--- src/rtl/regfile_param.sv ---
// regfile_param: parametrised register file with two combinational read ports,
// one write port, optional write-to-read bypass, optional hardwired zero entry,
// a per-bit-enabled condition-flag register and a sequential clear engine.
module regfile_param #(
    parameter int unsigned DATA_W   = 8,
    parameter int unsigned ADDR_W   = 3,
    parameter int unsigned NFLAGS   = 1,
    parameter int unsigned ZERO_REG = 0,
    parameter int unsigned BYPASS   = 1
) (
    input  logic              clk_i,
    input  logic              reset_ni,
    input  logic              clear_i,
    output logic              ready_o,
    input  logic              write_i,
    input  logic [ADDR_W-1:0] write_addr_i,
    input  logic [DATA_W-1:0] write_data_i,
    input  logic [ADDR_W-1:0] rs_addr_i,
    output logic [DATA_W-1:0] rs_data_o,
    input  logic [ADDR_W-1:0] rt_addr_i,
    output logic [DATA_W-1:0] rt_data_o,
    input  logic [NFLAGS-1:0] flag_we_i,
    input  logic [NFLAGS-1:0] flag_data_i,
    output logic [NFLAGS-1:0] flag_o
);

    localparam int unsigned DEPTH = 1 << ADDR_W;

    typedef enum logic {
        ST_CLEAR = 1'b0,
        ST_READY = 1'b1
    } state_e;

    state_e              state_q;
    logic [ADDR_W-1:0]   clr_ptr_q;
    logic [NFLAGS-1:0]   flag_q;
    logic [NFLAGS-1:0]   flag_d;
    logic                ready_q;
    logic [DATA_W-1:0]   mem_q [DEPTH];

    logic                wr_zero_c;
    logic                wr_fire_c;
    logic                mem_we_c;
    logic [ADDR_W-1:0]   mem_waddr_c;
    logic [DATA_W-1:0]   mem_wdata_c;

    // A user write is effective only in READY, without a competing clear, and not to a hardwired zero entry
    always_comb begin
        wr_zero_c = (ZERO_REG != 0) && (write_addr_i == '0);
        wr_fire_c = (state_q == ST_READY) && write_i && !clear_i && !wr_zero_c;
    end

    // Next flag value: enabled bits take new data, the rest hold
    always_comb begin
        flag_d = (flag_q & ~flag_we_i) | (flag_data_i & flag_we_i);
    end

    // Control FSM: clear engine sweep, READY handshake and flag register
    always_ff @(posedge clk_i or negedge reset_ni) begin
        if (!reset_ni) begin
            state_q   <= ST_CLEAR;
            clr_ptr_q <= '0;
            flag_q    <= '0;
            ready_q   <= 1'b0;
        end else begin
            case (state_q)
                ST_CLEAR: begin
                    clr_ptr_q <= clr_ptr_q + ADDR_W'(1);
                    if (clr_ptr_q == ADDR_W'(DEPTH - 1)) begin
                        state_q <= ST_READY;
                        ready_q <= 1'b1;
                    end
                end
                ST_READY: begin
                    if (clear_i) begin
                        state_q   <= ST_CLEAR;
                        clr_ptr_q <= '0;
                        flag_q    <= '0;
                        ready_q   <= 1'b0;
                    end else begin
                        flag_q <= flag_d;
                    end
                end
                default: begin
                    state_q   <= ST_CLEAR;
                    clr_ptr_q <= '0;
                    ready_q   <= 1'b0;
                end
            endcase
        end
    end

    // Memory write port mux: the clear engine owns the port while clearing
    always_comb begin
        mem_we_c    = 1'b0;
        mem_waddr_c = write_addr_i;
        mem_wdata_c = write_data_i;
        if (state_q == ST_CLEAR) begin
            mem_we_c    = 1'b1;
            mem_waddr_c = clr_ptr_q;
            mem_wdata_c = '0;
        end else if (wr_fire_c) begin
            mem_we_c = 1'b1;
        end
    end

    // Storage array; contents are initialised by the clear engine, not by reset
    always_ff @(posedge clk_i) begin
        if (mem_we_c) begin
            mem_q[mem_waddr_c] <= mem_wdata_c;
        end
    end

    // One read port: zero while clearing or for the hardwired entry, else bypass or stored value
    function automatic logic [DATA_W-1:0] read_port(input logic [ADDR_W-1:0] addr);
        logic [DATA_W-1:0] val;
        val = '0;
        if (state_q == ST_READY) begin
            if ((ZERO_REG != 0) && (addr == '0)) begin
                val = '0;
            end else if ((BYPASS != 0) && wr_fire_c && (write_addr_i == addr)) begin
                val = write_data_i;
            end else begin
                val = mem_q[addr];
            end
        end
        return val;
    endfunction

    // Combinational read ports
    always_comb begin
        rs_data_o = read_port(rs_addr_i);
        rt_data_o = read_port(rt_addr_i);
    end

    assign ready_o = ready_q;
    assign flag_o  = flag_q;

endmodule

--- config.mk ---
export PLATFORM = sky130hd
export DESIGN_NAME = regfile_param
export DESIGN_NICKNAME = d
export VERILOG_FILES = /design/src/rtl/regfile_param.sv
export SDC_FILE = /design/constraint.sdc
export NUM_CORES = 1
export LEC_CHECK = 0
export ABC_AREA = 1
export BUFFER_PORTS_ARGS = -buffer_cell sky130_fd_sc_hd__buf_2
export CAP_MARGIN = 15
export CORE_MARGIN = 2
export CORE_UTILIZATION = 40
export CTS_BUF_LIST = sky130_fd_sc_hd__clkbuf_16
export CTS_CLUSTER_DIAMETER = 150
export DETAILED_ROUTE_END_ITERATION = 12
export PLACE_DENSITY = 0.64
export REMOVE_ABC_BUFFERS = 1
export SYNTH_ARGS = -nofsm -noshare
export SYNTH_HDL_FRONTEND = slang
export SYNTH_SLANG_ARGS = --single-unit
--- constraint.sdc ---
create_clock -name clk_i -period 2.5 [get_ports clk_i]
set_clock_uncertainty 0.2 [all_clocks]
set_input_delay 0.75 -clock clk_i [delete_from_list [all_inputs] [get_ports clk_i]]
set_output_delay 0.75 -clock clk_i [all_outputs]
set_load 0.02 [all_outputs]
==> results of run 1 <==
-- report_power, final --
| part | total, mW | internal [mW] | switching [mW] | leakage [nW] |
|---|---|---|---|---|
| Clock | 1.26 | 0.774 | 0.485 | 0.144 |
| Combinational | 2.13 | 0.790 | 1.34 | 1.77 |
| Sequential | 2.06 | 1.85 | 0.210 | 0.678 |
-- worst paths after layout --
kind	to	depth (start not counted)	slack [ns]	start
max	rt_data_o[0]	10	-0.25	rt_addr_i[0]
min	state_q$_DFF_PN0_	1	0.03	reset_ni
max reg2reg	mem_q[1][6]$_DFFE_PP_	5	0.24	state_q$_DFF_PN0_
min reg2reg	ready_o$_DFFE_PN0P_	2	0.31	ready_o$_DFFE_PN0P_
max in group asynchronous	clr_ptr_q[0]$_DFFE_PN0P_	1	1.93	reset_ni
min in group clk_i	ready_o$_DFFE_PN0P_	2	0.31	ready_o$_DFFE_PN0P_
-- per-stage QoR --
| stage | cell area (µm²) | instances | hold slack, ns |
|---|---|---|---|
| 2_1_floorplan | 3960 | 493 | 0.254 |
| 3_3_place_gp | 4790 | 718 | 0.283 |
| 4_1_cts | 5570 | 742 | 0.0266 |
| 6_report | 5800 | 743 | 0.0288 |
| 5_1_grt | 5800 | 743 | 0.0383 |
| 3_5_place_dp | 4790 | 718 | 0.299 |
-- final cells by class --
class	instances	share of cell area (%)
Clock buffer	9	3.89
Clock inverter	7	1.25
Inverter	30	2.61
Multi-Input combinational cell	393	35.9
Sequential cell	70	35.8
Tap cell	136	2.94
Timing Repair Buffer	98	17.6
-- critical path, delay by kind of cell --
kind                   cells  cell delay (ns)
and+or+nand+nor            6             0.54
buffers and inverters      4             0.48
-- registers in the layout (all words and copies together), names as in the netlist --
name,count
clr_ptr_q,3
flag_o,1
mem_q,64
ready_o,1
state_q,1
-- Yosys cell counts (all sizes together) --
library cell,count,area share [%]
nor2,61,7.2
dfrtp,6,3.6
buf,26,4.1
clkbuf,2,0.18
ha,2,0.60
edfxtp,64,46
inv,30,3.0
nand3,102,13
o21ai,5,0.60
nand2,222,22
a21oi,1,0.12
-- metal layers --
metal / routed length (µm) / vias up
li1: - / 1862
met1: 5180 / 1813
met4: 202 / 0
met5: 0 / -
met2: 6210 / 177
met3: 1160 / 20
-- repair_timing --
item                       in CTS  in global routing
gates cloned                    5                  0
hold endpoints to repair        0                  0
pin swaps                      32                 23
setup endpoints to repair      16                 16
setup buffers                   3                  1
resized for setup              91                 59
-- logic make-up after synthesis --
family,after synthesis
AND/OR/NAND/NOR,385
buffers and inverters,58
adder cells (fa/ha/maj),2
flip-flops,70
AO/OA/AOI/OAI,6
==> summary.md, run 1 <==
| Metric | Value |
|---|---|
| VDD IR max | 0.000515 V |
| Leakage | 2.60 nW |
| Seq/Total Area, Yosys | 50.1% |
| Ant diodes | 0 |
| Clock slew at reported path FFs | 0.06 ns |
| Simple-gate share of the synthesized area | 41.3% |
| Dpl hpwl | 8.21 mm |
| Congestion Overflow GR | 0 |
| RePlAce Congestion | 0.836 |
| Initial antenna violation count | 0 |
| Register bit total from synthesis | 70 |
| Met3 GRT Util | 3.96% |
| Post-Synth XOR/XNOR Area | 0% |
| Critical path fanouts, max | 9 |
| Most common cell after layout, fill and taps aside | nand2_1 |
| Final min period | 2.75 ns |
| Final setup margin | -0.253 ns |
| H-tree depth | 3 |
| Failing checks | negative setup slack |
| CP max stage cell | buf_12 |
| Largest family of logic cells by synthesized area | simple AND/OR/NAND/NOR gates |
| Clock Path Buffers | 2 |
| Synth Area in Compound Gates | 0.726% |
| Footprint of the multi-input gates | 2080 µm² |
| CP max stage delay | 0.14 ns |
| DRC Markers | 0 |
| First-pass GRT wire length | 20.0 mm |
| Final ANT Viol Nets | 0 |
| WL final | 12.7 mm |
| Yosys warns | 0 |
| Chip height | 106 µm |
| Initial DRC Count | 324 |
| Max Slew Vio Count | 0 |
| # hold bufs at CTS | 0 |
| Max-cap viol count | 0 |
| Crit path kind | input pin to output pin |
| Pre-CTS setup slack | -0.348 ns |
| Routing usage on met2 | 37.9% |
| P per Cell Area | 940 nW/µm² |
| Clock latency on the worst-skew pair | 0.33 ns |
| Utilization after layout | 56.9% |
| Area grow syn2layout | 40.1% |
| Largest net degree at the start of global routing | 39 |
| Layout cell share with drive strength beyond 1 | 35.3% |
| CP Cell Sequence | buf_12, clkinv_16, buf_12, nand2_1, nand3_1, nand3_1, nand2_2, nor2_4, nor2_4, buf_6 |
| PortBufs | 40 |
| Core region area | 10200 µm² |
| Top Ports | 41 |
| FMAX | 0.363 GHz |
| Setup TNS Final | -3.17 ns |
| Syn_area_per_cell | 7.94 µm² |
| Root Buffer | clkbuf_16 |
| Busiest grt layer | met2 |
| FF/Latch Area | 2070 µm² |
| Die X | 106 µm |
| Result of the run | complete, but fails checks |
| Multiplexer area fraction after synthesis | 0% |
| Fillcell total | 857 |
| Overall power | 5.45 mW |
| DR vias | 3872 |
| Final Cycle Share | 110% |
| CP Launch Type | input pin |
| Clock sink count | 70 |
| Vias in the first global route | 3860 |
| Slew Limit Headroom | 66.2% |
| Worst Path Required | 1.55 ns |
| WL per Instance | 17.2 µm |
| Hold Fails Final Rpt | 0 |
| Initial Util | 40.6% |
| GRT Util Overall | 23.7% |
| Distinct cell type count after synthesis | 20 |
| Mapped Cells | 521 |
| CTS tree | yes |
| Commonest cells after routing, fill and taps aside | 177 x nand2_1, 76 x nand3_1, 64 x edfxtp_1 |
| Setup violators final | 16 |
| DIE AREA | 11200 µm² |
| Layout Nets | 627 |
| Adder-cell share of the synthesized area | 0.605% |
| Crit end category | output pin |
| Num CTS Buffers | 9 |
| Slew @ Worst Pin | 0.502 ns |
| Number of core rows | 37 |
| Worst hold-check path type | input pin to asynchronous set/reset pin |
| Pre-Repair DR Iteration Count | 5 |
| Cell area after synthesis | 4140 µm² |
| Met1 Resource Use GR | 31.7% |
| RSZ-0062 raised after global routing | true |
| Worst EP arrival | 1.80 ns |
| DR vias/cell | 5.21 |
Power figures use the tool's default switching activity.
==> inputs of run 2 (changes only) <==
--- a/config.mk
+++ b/config.mk
@@ -9,12 +9,13 @@
 export BUFFER_PORTS_ARGS = -buffer_cell sky130_fd_sc_hd__buf_2
 export CAP_MARGIN = 15
 export CORE_MARGIN = 2
-export CORE_UTILIZATION = 40
+export CORE_UTILIZATION = 53
 export CTS_BUF_LIST = sky130_fd_sc_hd__clkbuf_16
 export CTS_CLUSTER_DIAMETER = 150
 export DETAILED_ROUTE_END_ITERATION = 12
-export PLACE_DENSITY = 0.64
+export PLACE_DENSITY = 0.79
 export REMOVE_ABC_BUFFERS = 1
+export SLEW_MARGIN = 10
 export SYNTH_ARGS = -nofsm -noshare
 export SYNTH_HDL_FRONTEND = slang
 export SYNTH_SLANG_ARGS = --single-unit
==> run 2 against run 1 <==
The run still ends with negative setup slack left. Total power increased by 2.9%. Global-route usage increased by 6.7 points. Sequential cell count unchanged. Cell area decreased by 2.4%. Setup slack improved by 0.044 ns. Hold slack got worse by 0.0023 ns. Register-to-register slack got worse by 0.04 ns.
==> summary.md, run 2 (same netlist as run 1, synthesis figures left out) <==
| Metric | Value |
|---|---|
| DR vias | 4082 |
| Dpl hpwl | 8.15 mm |
| Hold Fails Final Rpt | 0 |
| PortBufs | 40 |
| Slew @ Worst Pin | 0.478 ns |
| Root Buffer | clkbuf_16 |
| Vias in the first global route | 3910 |
| Internal | 3.65 mW |
| Initial DRC Count | 536 |
| GRT Util Overall | 30.3% |
| Initial Util | 54.1% |
| Final Cycle Share | 108% |
| FMAX | 0.369 GHz |
| Worst EP arrival | 1.76 ns |
| Worst Path Required | 1.55 ns |
| Critical path fanouts, max | 8 |
| Clock sink count | 70 |
| Max Slew Vio Count | 0 |
| Pre-Repair DR Iteration Count | 6 |
| Leakage | 2.57 nW |
| Worst hold-check path type | input pin to asynchronous set/reset pin |
| DIE AREA | 8530 µm² |
| R2R setup slack | 0.20 ns |
| Clock latency on the worst-skew pair | 0.33 ns |
| CP Launch Type | input pin |
| Clock slew at reported path FFs | 0.06 ns |
| CTS tree | yes |
| Final ANT Viol Nets | 0 |
| Result of the run | complete, but fails checks |
| Crit end category | output pin |
| Non-filler cells, final | 704 |
| Placed cell count | 679 |
| Die X | 92.3 µm |
| Max FFs per register | 64 |
| P per Cell Area | 992 nW/µm² |
| WL final | 12.9 mm |
| WL per Instance | 18.3 µm |
| RSZ-0062 raised after global routing | true |
| Ant diodes | 0 |
| Most common cell after layout, fill and taps aside | nand2_1 |
| Final setup margin | -0.209 ns |
| DRC Markers | 0 |
| Core region area | 7650 µm² |
| Layout Nets | 622 |
| Sw Share | 35.0% |
| Pre-CTS setup slack | -0.292 ns |
| Largest regs | mem_q (64), clr_ptr_q (3) |
| Number of core rows | 32 |
| Slew Limit Headroom | 67.8% |
| DR vias/cell | 5.80 |
| Crit path kind | input pin to output pin |
| Area grow syn2layout | 36.7% |
| Top Ports | 41 |
| Clock Path Buffers | 2 |
| Largest net degree at the start of global routing | 39 |
| Final min period | 2.71 ns |
| Layout cell share with drive strength beyond 1 | 29.1% |
| Largest register by flop count | mem_q |
| H-tree depth | 3 |
| Clock power share | 27.5% |
| Max-cap viol count | 0 |
| Failing checks | negative setup slack |
| P_sw | 1.96 mW |
| Chip height | 92.3 µm |
| RePlAce Congestion | 0.909 |
| Logic pwr share | 35.8% |
| Commonest cells after routing, fill and taps aside | 199 x nand2_1, 79 x nand3_1, 64 x edfxtp_1 |
| VDD IR max | 0.000832 V |
| Setup violators final | 16 |
| Fillcell total | 496 |
| # hold bufs at CTS | 0 |
| Congestion Overflow GR | 0 |
| Num CTS Buffers | 9 |
| Utilization after layout | 73.9% |
| First-pass GRT wire length | 19.2 mm |
| Initial antenna violation count | 0 |
| Flop pwr share | 36.7% |
-- run 2: cell types whose count changed in the layout (fill, tap and decap cells not counted), sizes merged --
cell | previous run | this run
buf | 98 | 91
bufinv | 1 | 4
clkbuf | 9 | 11
clkinv | 4 | 1
clkinvlp | 1 | 0
inv | 31 | 32
-- run 2: path summary, 6_finish.rpt --
kind | from | end | cells past startpoint
max in group asynchronous | reset_ni | clr_ptr_q[1]$_DFFE_PN0P_ | 1
worst min register to register | ready_o$_DFFE_PN0P_ | ready_o$_DFFE_PN0P_ | 2
min in group clk_i | ready_o$_DFFE_PN0P_ | ready_o$_DFFE_PN0P_ | 2
worst max-delay path | clear_i | rt_data_o[0] | 9
worst max register to register | state_q$_DFF_PN0_ | mem_q[0][6]$_DFFE_PP_ | 5
worst min-delay path | reset_ni | ready_o$_DFFE_PN0P_ | 1
-- run 2: repair_timing --
action	CTS	global route
pin swaps	27	20
cloned	2	2
gates resized for setup	99	36
setup buffers	4	1
endpoints found under the setup margin	16	16
-- run 2: critical path: stages --
cell     delay [ns]
buf_8          0.10
inv_6          0.05
nand3_4        0.13
nor2_8         0.20
nand2_8        0.11
nand2_2        0.08
nor2_1         0.04
nor2_1         0.13
buf_4          0.17
-- run 2: routing by layer --
metal,part of all wire [%],GRT usage (%),vias up
li1,-,-,1859
met1,35,35.7,1843
met2,48,50.9,299
met3,11,7.57,81
met4,5.7,16.9,0
met5,0,0,-
-- run 2: final cells by class --
class	count	area [µm²]	share of cell area, %
inverter	30	159	2.81
tap	102	128	2.26
multi-input combinational	393	1990	35.1
timing repair buffer	93	948	16.8
clock buffer	9	225	3.98
clock inverter	7	136	2.41
sequential	70	2070	36.6
-- run 2: power groups by stage --
stage | combinational [mW] | clock (mW) | sequential (mW)
after floorplan | 0.960 | 0 | 2.08
after global placement | 1.69 | 0 | 2.04
after detailed placement | 1.75 | 0 | 2.07
after CTS | 1.90 | 1.55 | 2.05
after global routing | 2.18 | 1.59 | 2.10
final | 2.01 | 1.54 | 2.06
-- run 2: stage by stage --
| step | power (mW) | setup TNS, ns | instance area, µm² | hold slack, ns |
|---|---|---|---|---|
| floorplan | 3.04 | -4.13 | 3960 | 0.254 |
| global placement | 3.73 | -3.72 | 4660 | 0.277 |
| detailed placement | 3.82 | -4.01 | 4660 | 0.300 |
| CTS | 5.50 | -2.23 | 5450 | 0.0250 |
| global route | 5.87 | -3.64 | 5650 | 0.0320 |
| finish | 5.61 | -2.89 | 5650 | 0.0265 |
